<file path="src/rtl/ahb_master_pkg.sv">
// ahb_master_pkg: AHB-Lite encodings, FSM state type and alignment helper shared by ahb_master.
// Also provides default `HDATA_BUS` / `HADDR_BUS` widths when the core defines have not set them.
// Encodings here are the ones the peripheral-bus slaves use.
`timescale 1ns/1ps
`ifndef HDATA_BUS
`define HDATA_BUS 32
`endif
`ifndef HADDR_BUS
`define HADDR_BUS 32
`endif

package ahb_master_pkg;

   localparam logic [1:0] HTRANS_IDLE   = 2'b00;
   localparam logic [1:0] HTRANS_NONSEQ = 2'b10;

   localparam logic [2:0] HBURST_SINGLE = 3'b000;

   localparam logic [2:0] HSIZE_BYTE    = 3'b000;
   localparam logic [2:0] HSIZE_HALF    = 3'b001;
   localparam logic [2:0] HSIZE_WORD    = 3'b010;

   localparam logic [1:0] HRESP_OKAY    = 2'b00;
   localparam logic [1:0] HRESP_ERROR   = 2'b01;

   // IDLE: no data phase outstanding; DATA: one data phase outstanding.
   typedef enum logic {
      ST_IDLE = 1'b0,
      ST_DATA = 1'b1
   } state_e;

   // Sizes above a word are unsupported and are treated as misaligned.
   function automatic logic is_misaligned(input logic [2:0] size, input logic [1:0] addr_lo);
      logic mis;
      mis = 1'b0;
      if (size > HSIZE_WORD) begin
         mis = 1'b1;
      end else if ((size == HSIZE_HALF) && addr_lo[0]) begin
         mis = 1'b1;
      end else if ((size == HSIZE_WORD) && (addr_lo != 2'b00)) begin
         mis = 1'b1;
      end
      return mis;
   endfunction

endpackage

</file>
<file path="src/rtl/ahb_master.sv">
// ahb_master: core req/gnt/rvalid interface to single AHB-Lite transfers (SINGLE burst, NONSEQ/IDLE only).
// Latency: grant at edge N (combinational gnt_o), data phase cycle N+1, rvalid_o in N+2; +1 per wait state, +1 for ERROR.
// Backpressure: gnt_o withheld while a data phase is stalled or during ERROR; misaligned requests get an error response.
// Ports: hclk/hreset (sync, active-high); core side req_i, we_i, size_i, addr_i, wdata_i -> gnt_o,
//   rvalid_o, rdata_o, err_o; AHB side haddr_o, hwrite_o, hsize_o, htrans_o, hburst_o, hwdata_o
//   <- hready_i, hresp_i, hrdata_i.
// Build option: define AHB_MST_PIPELINE_EN to overlap the next address phase with the completing data phase.
`timescale 1ns/1ps
`ifndef HDATA_BUS
`define HDATA_BUS 32
`endif
`ifndef HADDR_BUS
`define HADDR_BUS 32
`endif

module ahb_master
   import ahb_master_pkg::*;
(
   input  logic                   hclk,
   input  logic                   hreset,
   // core side
   input  logic                   req_i,
   input  logic                   we_i,
   input  logic [2:0]             size_i,
   input  logic [`HADDR_BUS-1:0]  addr_i,
   input  logic [`HDATA_BUS-1:0]  wdata_i,
   output logic                   gnt_o,
   output logic                   rvalid_o,
   output logic [`HDATA_BUS-1:0]  rdata_o,
   output logic                   err_o,
   // AHB side
   output logic [`HADDR_BUS-1:0]  haddr_o,
   output logic                   hwrite_o,
   output logic [2:0]             hsize_o,
   output logic [1:0]             htrans_o,
   output logic [2:0]             hburst_o,
   output logic [`HDATA_BUS-1:0]  hwdata_o,
   input  logic                   hready_i,
   input  logic [1:0]             hresp_i,
   input  logic [`HDATA_BUS-1:0]  hrdata_i
);

   state_e                  state_q, state_d;
   logic                    write_q, write_d;       // data-phase direction
   logic                    mis_pend_q, mis_pend_d; // misaligned error waiting behind a completion
   logic [`HDATA_BUS-1:0]   hwdata_q, hwdata_d;
   logic                    rvalid_q, rvalid_d;
   logic                    err_q, err_d;
   logic [`HDATA_BUS-1:0]   rdata_q, rdata_d;

   logic                    misaligned;
   logic                    permits;
   logic                    issue;
   logic                    mis_gnt;
   logic                    complete;

   assign misaligned = is_misaligned(size_i, addr_i[1:0]);

`ifdef AHB_MST_PIPELINE_EN
   // A queued misaligned error owns the next response slot, so hold off grants until it drains.
   assign permits = !hreset && !mis_pend_q && ((state_q == ST_IDLE) || hready_i);
`else
   assign permits = !hreset && (state_q == ST_IDLE);
`endif

   // The hresp_i term keeps the bus IDLE through both cycles of an ERROR response.
   assign issue    = req_i && !misaligned && hready_i && (hresp_i == HRESP_OKAY) && permits;
   assign mis_gnt  = req_i && misaligned && permits;
   assign complete = (state_q == ST_DATA) && hready_i;

   always_comb begin
      state_d    = state_q;
      write_d    = write_q;
      hwdata_d   = hwdata_q;
      mis_pend_d = mis_pend_q;
      rvalid_d   = 1'b0;
      err_d      = 1'b0;
      rdata_d    = '0;

      if (state_q == ST_IDLE) begin
         if (issue) begin
            state_d = ST_DATA;
         end
      end else begin
         if (complete) begin
            state_d = issue ? ST_DATA : ST_IDLE;
         end
      end

      if (issue) begin
         write_d  = we_i;
         hwdata_d = wdata_i;
      end

      // Response slot: a completing data phase is older than any misaligned request granted
      // in the same cycle, so that error is deferred by one cycle.
      if (complete) begin
         rvalid_d = 1'b1;
         if (hresp_i == HRESP_ERROR) begin
            err_d = 1'b1;
         end else if (!write_q) begin
            rdata_d = hrdata_i;
         end
         if (mis_gnt) begin
            mis_pend_d = 1'b1;
         end
      end else if (mis_pend_q) begin
         rvalid_d   = 1'b1;
         err_d      = 1'b1;
         mis_pend_d = 1'b0;
      end else if (mis_gnt) begin
         rvalid_d = 1'b1;
         err_d    = 1'b1;
      end
   end

   always_ff @(posedge hclk) begin
      if (hreset) begin
         state_q    <= ST_IDLE;
         write_q    <= 1'b0;
         mis_pend_q <= 1'b0;
         hwdata_q   <= '0;
         rvalid_q   <= 1'b0;
         err_q      <= 1'b0;
         rdata_q    <= '0;
      end else begin
         state_q    <= state_d;
         write_q    <= write_d;
         mis_pend_q <= mis_pend_d;
         hwdata_q   <= hwdata_d;
         rvalid_q   <= rvalid_d;
         err_q      <= err_d;
         rdata_q    <= rdata_d;
      end
   end

   assign gnt_o    = issue || mis_gnt;
   assign htrans_o = issue ? HTRANS_NONSEQ : HTRANS_IDLE;
   assign haddr_o  = issue ? addr_i : '0;
   assign hwrite_o = issue ? we_i : 1'b0;
   assign hsize_o  = issue ? size_i : 3'b000;
   assign hburst_o = HBURST_SINGLE;
   assign hwdata_o = hwdata_q;
   assign rvalid_o = rvalid_q;
   assign err_o    = err_q;
   assign rdata_o  = rdata_q;

endmodule

</file>
<file path="config.mk">
export PLATFORM = sky130hd
export DESIGN_NAME = ahb_master
export DESIGN_NICKNAME = d
export VERILOG_FILES = /design/src/rtl/ahb_master_pkg.sv /design/src/rtl/ahb_master.sv
export SDC_FILE = /design/constraint.sdc
export NUM_CORES = 1
export LEC_CHECK = 0
export BUFFER_PORTS_ARGS = -buffer_cell sky130_fd_sc_hd__buf_2
export CAP_MARGIN = 20
export CORE_UTILIZATION = 40
export CTS_CLUSTER_DIAMETER = 40
export CTS_CLUSTER_SIZE = 30
export DETAILED_ROUTE_END_ITERATION = 10
export GPL_ROUTABILITY_DRIVEN = 1
export PLACE_DENSITY = 0.86
export SETUP_SLACK_MARGIN = 0.15
export SLEW_MARGIN = 20
export SYNTH_ARGS = -nofsm -noshare
export SYNTH_HDL_FRONTEND = slang
export SYNTH_SLANG_ARGS = --single-unit
</file>
<file path="constraint.sdc">
create_clock -name hclk -period 2.3 [get_ports hclk]
set_input_delay 0.115 -clock hclk [delete_from_list [all_inputs] [get_ports hclk]]
set_output_delay 0.115 -clock hclk [all_outputs]
set_load 0.01 [all_outputs]
</file>
==> flow_metrics.tcl, run 1 <==
set metrics [dict create \
    syn_inst 282 \
    ios 214 \
    period_share_pct 89.3 \
    cpPeakStageDelay_ns 0.56 \
    path_class "flop to primary output" \
    vias_per_cell 4.27 \
    status "complete, no violations" \
    synth_area_leaders "dfxtp_1, and2_1, nand2b_1, mux2i_1, buf_4" \
    rows 30 \
    crit_fanout 36 \
    grt_pass1_vias 2516 \
    final_cell_mix "buf_2, dfxtp_1, and2_1" \
    die-area_mm2 0.00750 \
    drt-initial-drc-count 64 \
    drv_cap 0 \
    worstPathCellList "or4b_1 > a211oi_4 > buf_12 > and2_1 > buf_2" \
    drc 0 \
    final_common_cell "buf_2" \
    totalWireLength_mm 8.03 \
    leakagePower_uw 0.00227 \
    peakVddDrop_uv 475 \
    initial_utilization_pct 41.7 \
    cts_tree "yes" \
    path_clk_slew_ns 0.08 \
    cts_buffers 9 \
    synth_top_area_cell "dfxtp_1" \
    gp_congestion 0.795 \
    synth_top_cell_area_share_pct 48.3 \
    synth.avg_cell_area_um2 10.2 \
    htreeDepth 3 \
    drtAntennaViolNets 0 \
    ys_warn_count 0 \
    synth-seq-area-share_pct 48.3 \
    die_height_um 86.6 \
    drt_pass1_iterations 4 \
    dp_cells 572 \
    netlist_area_mm2 0.00286 \
    arrival_ns 1.94 \
    finalCriticalPeriod_ns 2.05 \
    fin_nets 625 \
    setup_tns_ns 0 \
    fmax_mhz 487 \
    num_vias 2647 \
    clk_latency_ns 0.34 \
    hpwlAfterDp_mm 5.43 \
    antenna_cells 0 \
    crit_slowest_cell "or4b_1" \
    clockBufferDepth 2 \
    instances_no_fill 620 \
    end_kind "primary output" \
    finClkSkew_ns 0.0101 \
    port_buffers 208 \
    hold_violations 0 \
    cts.sinks 69 \
    drive_above_1_share_pct 44.8 \
    hp-class "primary input to flop" \
    rsz0062_at_grt "yes" \
    grt_pass1_wl_mm 12.2 \
    finalSetupViolCount 0 \
    clock-root-buffer "clkbuf_8" \
    antenna_found_initial 0 \
    grt_max_degree 63 \
    core-area_mm2 0.00687 \
    ys_ff_latch 69 \
    dieWidth_um 86.6 \
    grt_usage_pct 21.4 \
    start_kind "flop" \
    grt-ovfl-total 0 \
    synthDistinctLibCells 27 \
    area_growth_pct 56.5 \
    p_per_area_mw_per_mm2 539 \
    crit_required_ns 2.18 \
    wire_per_inst_um 12.9 \
    slew_violations 0 \
]
critical path, delay by kind of cell (launching register included):
kind | cells | cell delay (ns)
flip-flops | 1 | 0.35
AND/OR/NAND/NOR | 2 | 0.71
AO/OA/AOI/OAI | 1 | 0.21
buffers and inverters | 2 | 0.34
path summary, 6_finish.rpt:
path	endpoint	startpoint	cells after the start	slack [ns]
setup / recovery	haddr_o[31]	state_q$_SDFF_PP0_	5	0.25
setup reg to reg	hwdata_o[17]$_SDFFE_PP0P_	state_q$_SDFF_PP0_	4	0.55
hold / removal	hwdata_o[16]$_SDFFE_PP0P_	wdata_i[16]	3	0.03
hold reg to reg	hwdata_o[22]$_SDFFE_PP0P_	hwdata_o[22]$_SDFFE_PP0P_	2	0.47
synth_stat cells:
cell type,count
nand2_1,2
buf_6,3
a21o_1,2
a211oi_4,2
a21oi_1,2
nor4_1,1
or3_1,1
mux2_2,1
a211o_1,2
conb_1,1
and2_1,67
or4b_1,1
buf_4,6
inv_1,1
dfxtp_1,69
or4_4,1
nor2b_1,2
nand2b_1,65
a41oi_1,1
buf_2,1
nor3_1,1
or3b_2,2
clkbuf_2,1
nor2_1,2
clkbuf_1,12
mux2i_1,32
nor3b_1,1
power by group:
| part | leakage (uW) | total, uW | switching, uW | internal (uW) |
|---|---|---|---|---|
| registers | 0.000556 | 1200 | 1.86 | 1200 |
| logic | 0.00161 | 222 | 83.0 | 139 |
| clock network | 0.000101 | 993 | 482 | 511 |
per-stage QoR:
step           total power [uW]  setup slack (ns)  instance area (um2)  hold WS (ns)  utilization [%]
2_1_floorplan              1310             0.645                 2880         0.237                -
3_3_place_gp               1400             0.597                 3950         0.313             57.5
3_5_place_dp               1400             0.528                 3950         0.318             57.5
4_1_cts                    2430             0.154                 4470        0.0112             65.0
5_1_grt                    2520             0.149                 4480        0.0114             65.2
6_report                   2410             0.247                 4480        0.0265             65.2
layout make-up:
cell class / instances / area, um2
clock buffers: 10 / 128
repair buffers: 245 / 1410
clock inverters: 6 / 70.1
flip-flops and latches: 69 / 1380
inverters: 1 / 3.75
fillers: 572 / 2390
multi-input cells: 193 / 1370
well taps: 96 / 120
cells by family (layout without fill, tap and decap cells):
group / Yosys count / count (layout) / synth area share, %
simple gates: 146 / 146 / 32.0
flops: 69 / 69 / 48.3
mux: 33 / 33 / 11.6
buf+inv: 24 / 262 / 4.81
compound gates: 9 / 9 / 3.19
other cells: 1 / 5 / 0.131
routing by layer:
metal / track usage, % / share of wire (%) / vias to the layer above
met4: 6.06 / 1.4 / 0
met5: 0 / 0 / -
met2: 35.9 / 48 / 104
met3: 8.86 / 7.7 / 11
li1: - / - / 1355
met1: 25.3 / 43 / 1177
flip-flops by register name, indices dropped and copies added (netlist names):
register	count
state_q	1
rvalid_o	1
rdata_o	32
mis_pend_q	1
err_o	1
write_q	1
hwdata_o	32
what timing repair did:
item	4_1_cts	5_1_grt
endpoints found under the hold margin	32	0
buffers inserted	0	0
endpoints found under the setup margin	0	35
gates resized for setup	0	3
hold buffers	32	0
No activity file was read; power rests on OpenSTA's default activity.
==> run 2, diff against run 1 <==
--- a/config.mk
+++ b/config.mk
@@ -5,6 +5,7 @@
 export SDC_FILE = /design/constraint.sdc
 export NUM_CORES = 1
 export LEC_CHECK = 0
+export ABC_AREA = 1
 export BUFFER_PORTS_ARGS = -buffer_cell sky130_fd_sc_hd__buf_2
 export CAP_MARGIN = 20
 export CORE_UTILIZATION = 40
==> run 2 against run 1 <==
Against the previous run: synthesized area up 1.1%; maximum frequency up 3.6%; first-iteration DRC count increased by 84%; utilization is 1.1 points lower; final area decreased by 1.1%; largest cell class is now flip-flops and latches.
==> flow_metrics.tcl, run 2 <==
set metrics [dict create \
    status "complete, no violations" \
    grt_max_degree 37 \
    min_to "rdata_o[13]$_SDFF_PP0_" \
    drc 0 \
    fin_nets 760 \
    area_growth_pct 53.0 \
    ys_warn_count 0 \
    r2r-start "state_q$_SDFF_PP0_" \
    async_reset_ff_share_pct 0 \
    setup_ws_ns 0.318 \
    fmax_mhz 505 \
    drv_cap 0 \
    r2r_slack_ns 0.58 \
    clockBufferDepth 2 \
    pre_cts_slack_ns 0.626 \
    hold_violations 0 \
    grt_pass1_wl_mm 13.9 \
    r2r_cells 5 \
    core-area_mm2 0.00691 \
    clk_latency_ns 0.33 \
    ff_latch_area_mm2 0.00138 \
    die_height_um 87.1 \
    final_common_cell "buf_2" \
    instances_no_fill 754 \
    synth_area_leaders "dfxtp_1, nor2_1, inv_1, nand4_1, nand2_1" \
    totalWireLength_mm 8.93 \
    worst_slew_margin_rel_pct 28.5 \
    drtAntennaViolNets 0 \
    drt_pass1_iterations 4 \
    final_cell_mix "buf_2, nor2_1, inv_1" \
    synth-seq-area-share_pct 47.7 \
    end_kind "primary output" \
    dp_cells 710 \
    critPathTopFamily "buffers and inverters" \
    initial_utilization_pct 41.9 \
    whs_path_depth 3 \
    syn_inst 425 \
    synth.avg_cell_area_um2 6.81 \
    synth_enable_flop_cells 0 \
    wire_per_inst_um 11.8 \
    finalInstanceArea_mm2 0.00443 \
    critPathBufInv 6 \
    grt-ovfl-total 0 \
    utilization_pct 64.1 \
    crit_required_ns 2.18 \
    leakagePower_uw 0.00279 \
    synth_ff_type "dfxtp_1" \
    period_share_pct 86.2 \
    cts_tree "yes" \
    rsz0062_at_grt "no" \
    die-area_mm2 0.00758 \
    yosys-top-cells-count "nor2_1, inv_1, dfxtp_1" \
    drive_above_1_share_pct 35.6 \
    ios 214 \
    multi_input_area_um2 967 \
    synth_top_area_cell "dfxtp_1" \
    slew_violations 0 \
    drt-initial-drc-count 118 \
    r2r_end "rdata_o[9]$_SDFF_PP0_" \
    yosysMostFrequentCell "nor2_1" \
    finalCriticalPeriod_ns 1.98 \
    fillers 608 \
    path_clk_slew_ns 0.07 \
    finalSetupViolCount 0 \
    peakVddDrop_uv 485 \
    post_cts_buffers 0 \
    worstPathCellList "dlygate4sd3_1 > buf_2 > clkinv_2 > nand3_2 > nor2_4 > buf_4 > nand4_1 > inv_1 > buf_2" \
    port_buffers 208 \
    crit_fanout 33 \
    start_kind "primary input" \
    clock-root-buffer "clkbuf_8" \
    rows 30 \
    cp_common_cell "buf_2" \
    dpl_cell_area_mm2 0.00395 \
    netlist_area_mm2 0.00290 \
    arrival_ns 1.87 \
    cpPeakStageDelay_ns 0.55 \
    antenna_found_initial 0 \
    crit_slowest_cell "dlygate4sd3_1" \
    setup_tns_ns 0 \
    vias_per_cell 4.44 \
    ys_ff_latch 69 \
    gp_congestion 0.765 \
    worst_pin_slew_ns 1.07 \
    antenna_cells 0 \
    grt_usage_pct 23.6 \
    path_class "primary input to primary output" \
    synth_top_cell_area_share_pct 47.7 \
    hpwlAfterDp_mm 5.92 \
    htreeDepth 3 \
    grt_pass1_vias 3166 \
    min_from "hrdata_i[13]" \
    synthDistinctLibCells 21 \
    dieWidth_um 87.1 \
    num_vias 3349 \
    cts_buffers 9 \
    cts.sinks 69 \
    p_per_area_mw_per_mm2 549 \
    hp-class "primary input to flop" \
    finClkSkew_ns 0.00822 \
]
-- run 2: logic make-up after synthesis --
logic type | share of synthesized area, %
other | 0.130
DFF | 47.7
buffers and inverters | 19.4
and+or+nand+nor | 32.1
AOI/OAI and AO/OA | 0.691
-- run 2: cell type report --
| class | instances | share of cell area [%] |
|---|---|---|
| inverter | 107 | 9.12 |
| timing repair buffer | 242 | 30.9 |
| sequential | 69 | 31.2 |
| clock inverter | 6 | 1.44 |
| tap | 96 | 2.71 |
| clock buffer | 9 | 2.80 |
| multi-input combinational | 225 | 21.8 |
-- run 2: worst min-delay path: stages --
cell	delay, ns
buf_2	0.10
inv_1	0.04
nor2_1	0.04
-- run 2: power breakdown --
| group | leakage (uW) | switching, uW | internal (uW) |
|---|---|---|---|
| clock network | 0.0000915 | 469 | 495 |
| registers | 0.000556 | 2.55 | 1200 |
| logic | 0.00214 | 133 | 132 |
-- run 2: repair_timing --
item	in CTS	in global routing
endpoints found under the setup margin	0	0
hold buffers	29	0
gates resized for setup	0	0
endpoints found under the hold margin	29	0
-- run 2: per-layer routing --
metal | up-vias | routed length (um) | track usage (%)
li1 | 1674 | - | -
met1 | 1473 | 3400 | 25.2
met2 | 182 | 4510 | 42.3
met3 | 20 | 834 | 7.96
met4 | 0 | 182 | 9.85
met5 | - | 0 | 0
-- run 2: worst max path at each step --
stage	startpoint	end	slack, ns	cells after the start
after detailed placement	state_q$_SDFF_PP0_	rdata_o[14]$_SDFF_PP0_	0.63	5
after global routing	hreset	hwrite_o	0.19	9
after global placement	state_q$_SDFF_PP0_	rdata_o[23]$_SDFF_PP0_	0.78	5
after CTS	hreset	hwrite_o	0.35	9
final	hreset	hwrite_o	0.32	9
after floorplan	state_q$_SDFF_PP0_	haddr_o[0]	1.08	6
-- run 2: metrics by stage --
stage	hold WS (ns)	power (uW)
final	0.0123	2430
after global routing	0.00586	2530
after CTS	0.00118	2450
after detailed placement	0.332	1450
after global placement	0.327	1440
after floorplan	0.184	1340
==> run 3, diff against run 2 <==
--- a/config.mk
+++ b/config.mk
@@ -5,7 +5,6 @@
 export SDC_FILE = /design/constraint.sdc
 export NUM_CORES = 1
 export LEC_CHECK = 0
-export ABC_AREA = 1
 export BUFFER_PORTS_ARGS = -buffer_cell sky130_fd_sc_hd__buf_2
 export CAP_MARGIN = 20
 export CORE_UTILIZATION = 40
@@ -13,6 +12,7 @@
 export CTS_CLUSTER_SIZE = 30
 export DETAILED_ROUTE_END_ITERATION = 10
 export GPL_ROUTABILITY_DRIVEN = 1
+export HOLD_SLACK_MARGIN = 0.08
 export PLACE_DENSITY = 0.86
 export SETUP_SLACK_MARGIN = 0.15
 export SLEW_MARGIN = 20
==> run 3 against run 2 <==
Against the previous run: critical path depth down 4; sequential share of layout area shrank 2.5 points; largest power group unchanged; final cell count fell by 13%.
==> flow_metrics.tcl, run 3 (synthesis gave the netlist of run 1 again) <==
set metrics [dict create \
    status "complete, no violations" \
    leakagePower_uw 0.00241 \
    path_class "flop to primary output" \
    initial_utilization_pct 41.7 \
    clk_latency_ns 0.34 \
    wire_per_inst_um 13.4 \
    drtAntennaViolNets 0 \
    rsz0062_at_grt "yes" \
    cts_tree "yes" \
    cts_buffers 9 \
    instances_no_fill 654 \
    p_per_area_mw_per_mm2 510 \
    htreeDepth 3 \
    slew_violations 0 \
    setup_ws_ns 0.221 \
    dp_cells 572 \
    fillers 519 \
    drc 0 \
    finClkSkew_ns 0.00933 \
    vias_per_cell 4.32 \
    dieWidth_um 86.6 \
    die-area_mm2 0.00750 \
    antenna_cells 0 \
    utilization_pct 70.2 \
    p_total_uw 2460 \
    grt_pass1_vias 2814 \
    clock-root-buffer "clkbuf_8" \
    start_kind "flop" \
    antenna_found_initial 0 \
    worstPathCellList "or4b_1 > a211oi_4 > buf_12 > and2_1 > buf_2" \
    crit_required_ns 2.18 \
    hp-class "primary input to flop" \
    crit_fanout 36 \
    post_cts_buffers 0 \
    core-area_mm2 0.00687 \
    pre_cts_slack_ns 0.528 \
    num_vias 2823 \
    period_share_pct 90.4 \
    rows 30 \
    arrival_ns 1.96 \
    final_common_cell "buf_2" \
    end_kind "primary output" \
    drt_pass1_iterations 4 \
    die_height_um 86.6 \
    final_cell_mix "buf_2, dfxtp_1, and2_1" \
    drive_above_1_share_pct 42.1 \
    grt_usage_pct 23.1 \
    grt_max_degree 63 \
    grt-ovfl-total 0 \
    cts.sinks 69 \
    multi_input_area_mm2 0.00137 \
    grt_pass1_wl_mm 13.2 \
    ios 214 \
    critPathBufInv 2 \
    critPathTopFamily "simple AND/OR/NAND/NOR gates" \
    peakVddDrop_uv 469 \
    hpwlAfterDp_mm 5.43 \
    port_buffers 208 \
    area_growth_pct 68.4 \
    fmax_mhz 481 \
    drv_cap 0 \
    crit_slowest_cell "or4b_1" \
    path_clk_slew_ns 0.07 \
    fin_nets 659 \
    ff_latch_area_mm2 0.00138 \
    finalSetupViolCount 0 \
    clockBufferDepth 2 \
    finalCriticalPeriod_ns 2.08 \
    totalWireLength_mm 8.74 \
    gp_congestion 0.795 \
    cpPeakStageDelay_ns 0.56 \
    drt-initial-drc-count 64 \
    hold_violations 0 \
    setup_tns_ns 0 \
]
==> run 3: cell types whose count changed in the layout (fill, tap and decap cells not counted), sizes merged, moves of 3 or more <==
cell / change
inv: -102
dlygate4sd3: +37
mux2i: +32
and2: +67
nand3: -3
nand2: -44
nand2b: +65
nand4: -33
nor2: -130
==> run 3: metrics by stage <==
step	hold slack (ns)	cell area (um2)
2_1_floorplan	0.237	2880
3_3_place_gp	0.313	3950
3_5_place_dp	0.318	3950
4_1_cts	0.0819	4810
5_1_grt	0.114	4820
6_report	0.100	4820
==> run 3: worst paths after layout <==
kind,start,depth (start not counted),slack [ns],to
hold / removal,hreset,2,0.10,state_q$_SDFF_PP0_
hold reg to reg,hwdata_o[22]$_SDFFE_PP0P_,2,0.47,hwdata_o[22]$_SDFFE_PP0P_
setup reg to reg,state_q$_SDFF_PP0_,4,0.55,hwdata_o[24]$_SDFFE_PP0P_
setup / recovery,state_q$_SDFF_PP0_,5,0.22,haddr_o[31]
==> run 3: per-layer routing <==
layer  routed length (um)  vias to the layer above  part of all wire [%]  track usage (%)
met5                    0                        -                     0                0
met4                  210                        0                   2.4             7.88
met3                  622                       19                   7.1             8.48
met2                 4410                      112                    50             41.2
met1                 3500                     1262                    40             25.4
li1                     -                     1430                     -                -
==> run 3: cell type report <==
class                   instances  share of cell area [%]
clock inverters                 6                    1.45
inverters                       1                  0.0779
flip-flops and latches         69                    28.7
well taps                      96                    2.49
clock buffers                  10                    2.65
multi-input cells             193                    28.3
repair buffers                279                    36.3
==> run 3: power by group <==
group	switching, uW	internal (uW)	leakage, uW
logic	92.1	176	0.00175
clock network	480	511	0.000101
registers	1.95	1200	0.000556
==> run 3: repair_timing <==
item,CTS,global route
resized for setup,0,3
endpoints found under the hold margin,66,0
hold buffers,66,0
setup endpoints to repair,0,35
